$ cat src/rtl/joy_serializer.sv
// joy_serializer
//   Device end of the two-player joystick serial link. Emulates the
//   parallel-load shift-register chain the host polls with joy_load / joy_clk,
//   presenting 24 active-low button lines one bit at a time on joy_data.
//
// Ports
//   clk          system clock, at least 8x the joy_clk frequency
//   reset        synchronous, active-high
//   joy1, joy2   12-bit player buttons, active-low (1 = released)
//   joy_clk      host shift clock, asynchronous to clk
//   joy_load     host load strobe, active-low, asynchronous to clk
//   joy_data     registered serial data to the host
//   frame_done   one-clk pulse after the last button position is shifted past
//   frame_count  completed frames, wraps 255 -> 0
//
// States
//   IDLE  | no frame in progress, joy_data held at 1
//   LOAD  | joy_load low, shadow register tracks the buttons every clk
//   SHIFT | joy_load released, each joy_clk rise advances one position
//
// SYNC_STAGES is intended for the range 2..4.

module joy_serializer #(
  parameter int PAD_BITS    = 2,
  parameter int SYNC_STAGES = 2
) (
  input  logic        clk,
  input  logic        reset,
  input  logic [11:0] joy1,
  input  logic [11:0] joy2,
  input  logic        joy_clk,
  input  logic        joy_load,
  output logic        joy_data,
  output logic        frame_done,
  output logic [7:0]  frame_count
);

  localparam int FRAME_LEN = PAD_BITS + 24;
  localparam int CNT_W     = $clog2(FRAME_LEN + 1);
  localparam logic [CNT_W-1:0] LAST_POS = CNT_W'(FRAME_LEN);

  typedef enum logic [1:0] {
    IDLE  = 2'd0,
    LOAD  = 2'd1,
    SHIFT = 2'd2
  } state_t;

  state_t                 state;
  logic [SYNC_STAGES-1:0] clk_sync;
  logic [SYNC_STAGES-1:0] load_sync;
  logic                   clk_prev;
  logic                   load_prev;
  logic                   clk_s;
  logic                   load_s;
  logic                   clk_rise;
  logic                   load_fall;
  logic                   load_rise;
  logic [23:0]            shadow;
  logic [23:0]            live_buttons;
  logic [FRAME_LEN:0]     shadow_frame;
  logic [CNT_W-1:0]       cnt;
  logic [CNT_W-1:0]       cnt_next;

  // Bit i of the packed word is frame position PAD_BITS+i.
  function automatic logic [23:0] pack_buttons(input logic [11:0] j1,
                                               input logic [11:0] j2);
    return {j1[7], j1[9], j1[11], j1[10],
            j2[7], j2[9], j2[11], j2[10],
            j2[0], j2[1], j2[2],  j2[3], j2[4], j2[5], j2[6], j2[8],
            j1[0], j1[1], j1[2],  j1[3], j1[4], j1[5], j1[6], j1[8]};
  endfunction

  // Synchronizers reset to the inactive level so reset never fakes an edge.
  always_ff @(posedge clk) begin
    if (reset) begin
      clk_sync  <= '1;
      load_sync <= '1;
      clk_prev  <= 1'b1;
      load_prev <= 1'b1;
    end else begin
      clk_sync  <= {clk_sync[SYNC_STAGES-2:0], joy_clk};
      load_sync <= {load_sync[SYNC_STAGES-2:0], joy_load};
      clk_prev  <= clk_s;
      load_prev <= load_s;
    end
  end

  assign clk_s        = clk_sync[SYNC_STAGES-1];
  assign load_s       = load_sync[SYNC_STAGES-1];
  assign clk_rise     = clk_s & ~clk_prev;
  assign load_fall    = ~load_s & load_prev;
  assign load_rise    = load_s & ~load_prev;

  assign live_buttons = pack_buttons(joy1, joy2);
  // Top bit is the all-ones tail seen once the last position is passed.
  assign shadow_frame = {1'b1, shadow, {PAD_BITS{1'b1}}};
  assign cnt_next     = cnt + 1'b1;

  // Load edges take priority over a joy_clk edge detected in the same clk.
  always_ff @(posedge clk) begin
    if (reset) begin
      state       <= IDLE;
      joy_data    <= 1'b1;
      frame_done  <= 1'b0;
      frame_count <= 8'd0;
      shadow      <= '1;
      cnt         <= '0;
    end else begin
      frame_done <= 1'b0;
      case (state)
        IDLE: begin
          joy_data <= 1'b1;
          if (load_fall) begin
            state  <= LOAD;
            cnt    <= '0;
            shadow <= live_buttons;
          end
        end

        LOAD: begin
          // joy_data trails the snapshot by one clk; release takes several
          // more clks to reach here, so position 0 is settled well before.
          joy_data <= shadow_frame[0];
          if (load_rise) begin
            state <= SHIFT;
          end else begin
            shadow <= live_buttons;
          end
        end

        SHIFT: begin
          if (load_fall) begin
            state    <= LOAD;
            cnt      <= '0;
            shadow   <= live_buttons;
            joy_data <= shadow_frame[0];
          end else if (clk_rise) begin
            cnt <= cnt_next;
            if (cnt_next == LAST_POS) begin
              state       <= IDLE;
              joy_data    <= 1'b1;
              frame_done  <= 1'b1;
              frame_count <= frame_count + 8'd1;
            end else begin
              joy_data <= shadow_frame[cnt_next];
            end
          end
        end

        default: begin
          state    <= IDLE;
          joy_data <= 1'b1;
        end
      endcase
    end
  end

endmodule

$ cat config.mk
export PLATFORM = sky130hd
export DESIGN_NAME = joy_serializer
export DESIGN_NICKNAME = d
export VERILOG_FILES = /design/src/rtl/joy_serializer.sv
export SDC_FILE = /design/constraint.sdc
export NUM_CORES = 1
export LEC_CHECK = 0
export BUFFER_PORTS_ARGS = -buffer_cell sky130_fd_sc_hd__buf_2
export CAP_MARGIN = 20
export CORE_MARGIN = 3
export CORE_UTILIZATION = 40
export DETAILED_ROUTE_END_ITERATION = 10
export SYNTH_ARGS = -nofsm -noshare
export SYNTH_HDL_FRONTEND = slang
export SYNTH_SLANG_ARGS = --single-unit
export TNS_END_PERCENT = 20
$ cat constraint.sdc
create_clock -name clk -period 2.7 [get_ports clk]
set_input_delay 0.405 -clock clk [delete_from_list [all_inputs] [get_ports clk]]
set_output_delay 0.405 -clock clk [all_outputs]
set_load 0.005 [all_outputs]
Word-level counts from Yosys, hierarchy flattened
Cells that the tools add are included.
{ "word_totals": {"ff_bits": 47, "input_bits": 28, "output_inout_bits": 10, "elab_cells": 58} }
{ "op_classes": {"add_sub_neg": 2, "magnitude_cmp": 1, "eq_ne": 9, "n_mux": 17, "bitwise_logic": 9, "n_reduce_logical": 10} }
{ "op_table": {"columns": ["cell", "n"], "rows": [
  ["24-bit two-way mux", 2],
  ["24-bit case mux with 2 select lines", 1],
  ["5-bit two-way mux", 3],
  ["2-bit two-way mux", 5],
  ["5-bit case mux with 2 select lines", 1],
  ["8-bit by 1-bit adder with 8-bit output (second input constant)", 1],
  ["4-bit AND reduction", 2],
  ["5-bit by 6-bit < comparator with 1-bit output (second input constant)", 1],
  ["2-bit != test (second input constant)", 3],
  ["3-bit != test (second input constant)", 2],
  ["1-bit inverter", 6],
  ["2-bit case mux with 3 select lines", 1],
  ["3-bit AND reduction", 2],
  ["5-bit by 1-bit adder with 5-bit output (second input constant)", 1],
  ["1-bit binary-select mux with 5-bit select", 1],
  ["5-bit equality test (second input constant)", 1],
  ["2-bit nonzero test", 2],
  ["4-bit OR reduction", 1],
  ["1-bit AND", 3],
  ["1-bit two-way mux", 3],
  ["3-bit OR reduction", 1],
  ["2-bit by 1-bit equality test with 1-bit output (second input constant)", 1],
  ["2-bit equality test (second input constant)", 1],
  ["2-bit logical NOT", 1],
  ["other kinds (2)", 2]
]} }

Logic depth before layout (Yosys ltp)
{ "depth": {"depth_word": 6, "depth_mapped": 8, "depth_no_buf": 7} }

Least setup slack after synthesis
No wires, ideal clock.
{ "synth_timing": {"path_type": "register -> register", "start": "reg cnt[1]", "end": "reg joy_data", "setup_time_ps": 126, "arrival_ps": 1964, "required_ps": 2574, "path_slack_ps": 610, "stages_incl_launch_ff": 8, "n_path_buf": 1, "cell_sequence": "dfxtp_1 -> inv_1 -> ha_1 -> clkbuf_1 -> mux4_2 -> mux2_2 -> o211ai_1 -> a31oi_1"} }
{ "synth_between": {"elab_chain_cells": 4, "word_cells_on_any_way": 5, "classes_between": "add/sub: 1; eq/ne: 1; mux: 3"} }
{ "synth_lines": {"columns": ["item", "line_no", "rtl"], "rows": [
  ["from (decl)", "61", "logic [CNT_W-1:0] cnt;"],
  ["from (signal assigned)", "138", "cnt <= cnt_next;"],
  ["5-bit by 1-bit adder with 5-bit output *", "97", "assign cnt_next = cnt + 1'b1;"],
  ["1-bit binary-select mux with 5-bit select", "145", "joy_data <= shadow_frame[cnt_next];"],
  ["1-bit two-way mux (not written as such)", "145", null],
  ["1-bit two-way mux *", "139", "if (cnt_next == LAST_POS) begin"],
  ["to (signal assigned)", "123", "joy_data <= shadow_frame[0];"],
  ["to (signal assigned)", "136", "joy_data <= shadow_frame[0];"],
  ["to (signal assigned)", "145", null],
  ["to (decl)", "33", "output logic joy_data,"]
]} }
Every way passes the cells marked *; elsewhere a longest branch is shown, timed or not. The select of a mux whose other input is x is not followed.
A chain may end at the register's enable or synchronous reset.

Worst setup path in the final report
{ "layout_timing": {"start": "reg cnt[0]", "end": "reg frame_count[5]"} }
{ "layout_between": {"elab_chain_cells": 3} }
{ "layout_lines": {"columns": ["item", "line_no", "rtl"], "rows": [
  ["5-bit by 1-bit adder with 5-bit output", "97", null],
  ["5-bit equality test", "139", null],
  ["4-bit AND reduction (no source line)", null, null],
  ["to (signal assigned)", "143", "frame_count <= frame_count + 8'd1;"],
  ["to (decl)", "35", "output logic [7:0] frame_count"]
]} }
No other way between the ends.

==> summary.md <==
* 215 µm — met3 WL
* 8.8% — part of the total power dissipated in combinational logic
* 1.78 mm — Met2 Routed Length
* 0.943 nW — reported leakage power
* 0.00245 mm² — final design instance area without fill
* 41.7% — effective utilization at floorplan
* 1683 — routed vias
* 0 — number of buffer and inverter instances along the worst setup path
* 50 — pin count of the biggest net entering global routing
* 0.727 — gp weighted congestion
* 6.77 mm — global-route wire length before repair
* 59.4% — share of power burned in registers
* frame_count[5] — capture instance of the worst register-to-register path
* joy_load — worst hold path startpoint
* met4 — highest signal layer in the routed design
* 0.515 ns — actual slew at the worst max-slew pin
* 4 — number of optimization iterations in the first detailed-route pass
* 1.26 mW — sum of internal, switching and leakage power
* 0 ns — Sum Neg Setup Slack
* 11 — worst-path fanout max
* cnt[0] — FF-to-FF Start
* 0 — Post-DRT Antenna Nets
* 0.567 ns — post-place setup slack
* 322 — Layout Cells excl Fill
* 2 — cell depth of the worst min-delay path
* 12.5 µm — routed len/inst
* 2.92 ns — Worst EP required
* 469 MHz — Peak Freq
* load_sync[0] — Endpoint, Worst Hold
* 0.374 mV — worst vdd ir
* 47.7% — core occupancy in the finished layout
* 0% — share of async-settable or async-resettable flops after synthesis
* 0.00996 ns — worst clock skew on the final layout
* 282 — fin nets
* no — unrepaired setup endpoints after global routing
* 0 — number of antenna diodes
* 0 — number of synthesized flops with an enable pin
* 0.00628 mm² — area of the die
* 5.23 — detailed-route vias per instance
* completed — outcome
* 79.2 µm — die height
* or4_1 — slowest cell on the critical path
* 0 — max-cap check violation count
* 0 — Post-CTS Setup Inserts
* 22.8% — switching power share of the total
* 1470 — number of global-route vias before repair
* 79.0% — Final period util
* 14.3% — Area growth syn-to-layout
* yes — TritonCTS clock tree
* 43.8% — sequential fraction of the synthesis area
* 47 — sink count of the clock tree
* 4.01 mm — wirelength, routed
* 110 — initial drt markers
* 2.35 ns — Crit path arrival time
* 0 — post-cts gate resize count
* 5 — cts bufs inserted
* clkbuf_8 — clock root buffer master
* 314 — instance count after placement with tap cells included
* 0.29 ns — clock latency on the worst-skew pair
* 47 — post-synthesis sequential element count
* 2.13 ns — minimum clock period after layout
* 1.99 mm — Met1 Routed Length
* dfxtp_1 — commonest register cell after synthesis
* in2reg — min-delay worst type
* 0.57 ns — worst-case register-to-register setup slack
* 0 — DRC viols
* 514 mW/mm² — power density over the cells
* register — Critical Path End Type
* 219 — number of cells produced by synthesis
* 0.287 ns — Fin Hold WS
* 37 — count of input and output buffers
* 6 — depth of the worst register-to-register path
* 0 — antenna violations before repair
* 0.287 mW — switching power total
* 13.3% — total routing resource utilization after global routing
* 9.80 µm² — Post-Synthesis Mean Instance Area
* ha_1, and4bb_1, a31o_2, nand3_2, or4_1, a21oi_1 — worst-path cell chain
* 0.00237 mm² — Placed Instance Area
* 31.8% — share of power burned in the clock network
* 0.973 mW — Internal Power
* 2.85 mm — Final HPWL DP
* 0 — Final Max Tran Viols
* 0.00514 mm² — area of the placeable core
* cnt[0] — CP Launch Point
* 250 — post-synth net total
* 0 — number of warnings issued by yosys
* 0.00215 mm² — post-synth design cell area
* 0.09 ns — clock slew seen by the registers of the worst setup and hold paths
* register — Startpoint Class
* 38 — I/O pin count
* 79.2 µm — Die X-Extent
* 0 — count of endpoints failing hold in the final timing report
* 45 — number of library cell types mapped by synthesis
* 0.55 ns — slowest stage delay, CP
* 2 — number of buffers between clock root and the deepest sink
* simple AND/OR/NAND/NOR gates — critical path's top delay family
* 0 — global route total overflow
* 0.568 ns — setup slack of the critical path after layout
* reg2reg — type of the setup path with the least slack
* 531 — filler cell count in the final layout
* 2 — # H-tree levels
* 65.7% — relative slew slack
* 0 — setup-violating endpoint count in the final report
* 0 — hold-fix buffer count after cts
* 26 — Cell Rows
* 27.0% — fraction of layout instances using a drive strength above 1
==> synthesized netlist by cell type, types with 2 or more instances <==
cell       n  area share, %
a31oi_1    2           0.58
or2_2      8            2.3
xnor2_1    3            1.2
mux4_2     5            5.2
buf_6      3            1.6
nand2b_1   2           0.58
mux2i_1    3            1.4
o21ai_0    3           0.70
nor2b_1   25            7.3
or4_1      3            1.0
dfxtp_1   47             44
nor2_1    16            2.8
nand3_1    7            1.6
a21oi_1   12            2.8
nand2_1    4           0.70
or3_1      2           0.58
o31ai_1    4            1.4
a211o_1   24            9.8
clkbuf_1  11            1.9
inv_1      4           0.70
nor3_1     2           0.47
a22oi_1    2           0.70
nand4_1    2           0.58
ha_1       3            1.7
xor2_1     2           0.82
==> power by group through the flow <==
stage | logic, mW | registers (mW) | clock network, mW
6_report | 0.111 | 0.749 | 0.401
5_1_grt | 0.124 | 0.754 | 0.439
4_1_cts | 0.113 | 0.750 | 0.419
3_5_place_dp | 0.112 | 0.766 | 0
3_3_place_gp | 0.110 | 0.766 | 0
2_1_floorplan | 0.0817 | 0.757 | 0
==> worst reg2reg max path: cells and delay by family (launching register included) <==
family          cells  cell delay, ns
simple gates        3            1.05
fa+ha+maj           1            0.31
flops               1            0.40
compound gates      2            0.31
==> layer usage <==
layer / up-vias / GRT usage (%)
li1: 857 / -
met1: 787 / 17.9
met2: 37 / 21.0
met3: 2 / 3.63
met4: 0 / 3.61
met5: - / 0
==> area by class of cell <==
cell class              instances  area, µm²  share of cell area (%)
flip-flops and latches         47        941                    38.3
clock buffers                   7       76.3                    3.11
clock inverters                 1       5.00                   0.204
repair buffers                 41        215                    8.77
well taps                      70       87.6                    3.57
inverters                       4       15.0                   0.612
multi-input cells             152       1110                    45.4
==> worst max path at each step <==
stage / to / slack (ns) / cells after the start
finish: frame_count[5] / 0.57 / 6
global route: frame_count[5] / 0.39 / 6
CTS: frame_count[5] / 0.55 / 6
detailed placement: frame_count[5] / 0.57 / 6
global placement: joy_data / 0.62 / 6
floorplan: joy_data / 0.61 / 7
==> sequential cells by signal, indices dropped and copies added, names as in the netlist <==
register	flops
load_prev	1
joy_data	1
frame_done	1
state	2
load_sync	2
shadow	24
clk_prev	1
cnt	5
clk_sync	2
frame_count	8
==> cell families after synthesis <==
kind of cell    count (synthesis)  synth area share, %
simple gates                   80                 21.5
flops                          47                 43.8
fa+ha+maj                       3                 1.75
mux                             9                 7.17
xor+xnor                        5                 2.04
compound gates                 55                 19.0
buf+inv                        20                 4.78
==> cells in the final DEF, fill, tap and decap left out, types with 2 or more instances in the layout <==
master / synthesis / layout
or3_1: 2 / 2
mux2i_1: 3 / 3
buf_2: 1 / 37
nor2b_1: 25 / 25
o31ai_1: 4 / 4
xnor2_1: 3 / 3
a31oi_1: 2 / 2
nand3_1: 7 / 7
nor2_1: 16 / 16
buf_4: 1 / 4
dfxtp_1: 47 / 47
nand4_1: 2 / 2
nor3_1: 2 / 2
clkbuf_1: 11 / 2
nand2_1: 4 / 4
inv_1: 4 / 4
nand2b_1: 2 / 2
or4_1: 3 / 3
o21ai_0: 3 / 3
xor2_1: 2 / 2
clkbuf_8: 0 / 5
a21oi_1: 12 / 11
a211o_1: 24 / 24
or2_2: 8 / 8
ha_1: 3 / 3
a22oi_1: 2 / 2
mux4_2: 5 / 5
Power figures use the tool's default switching activity.
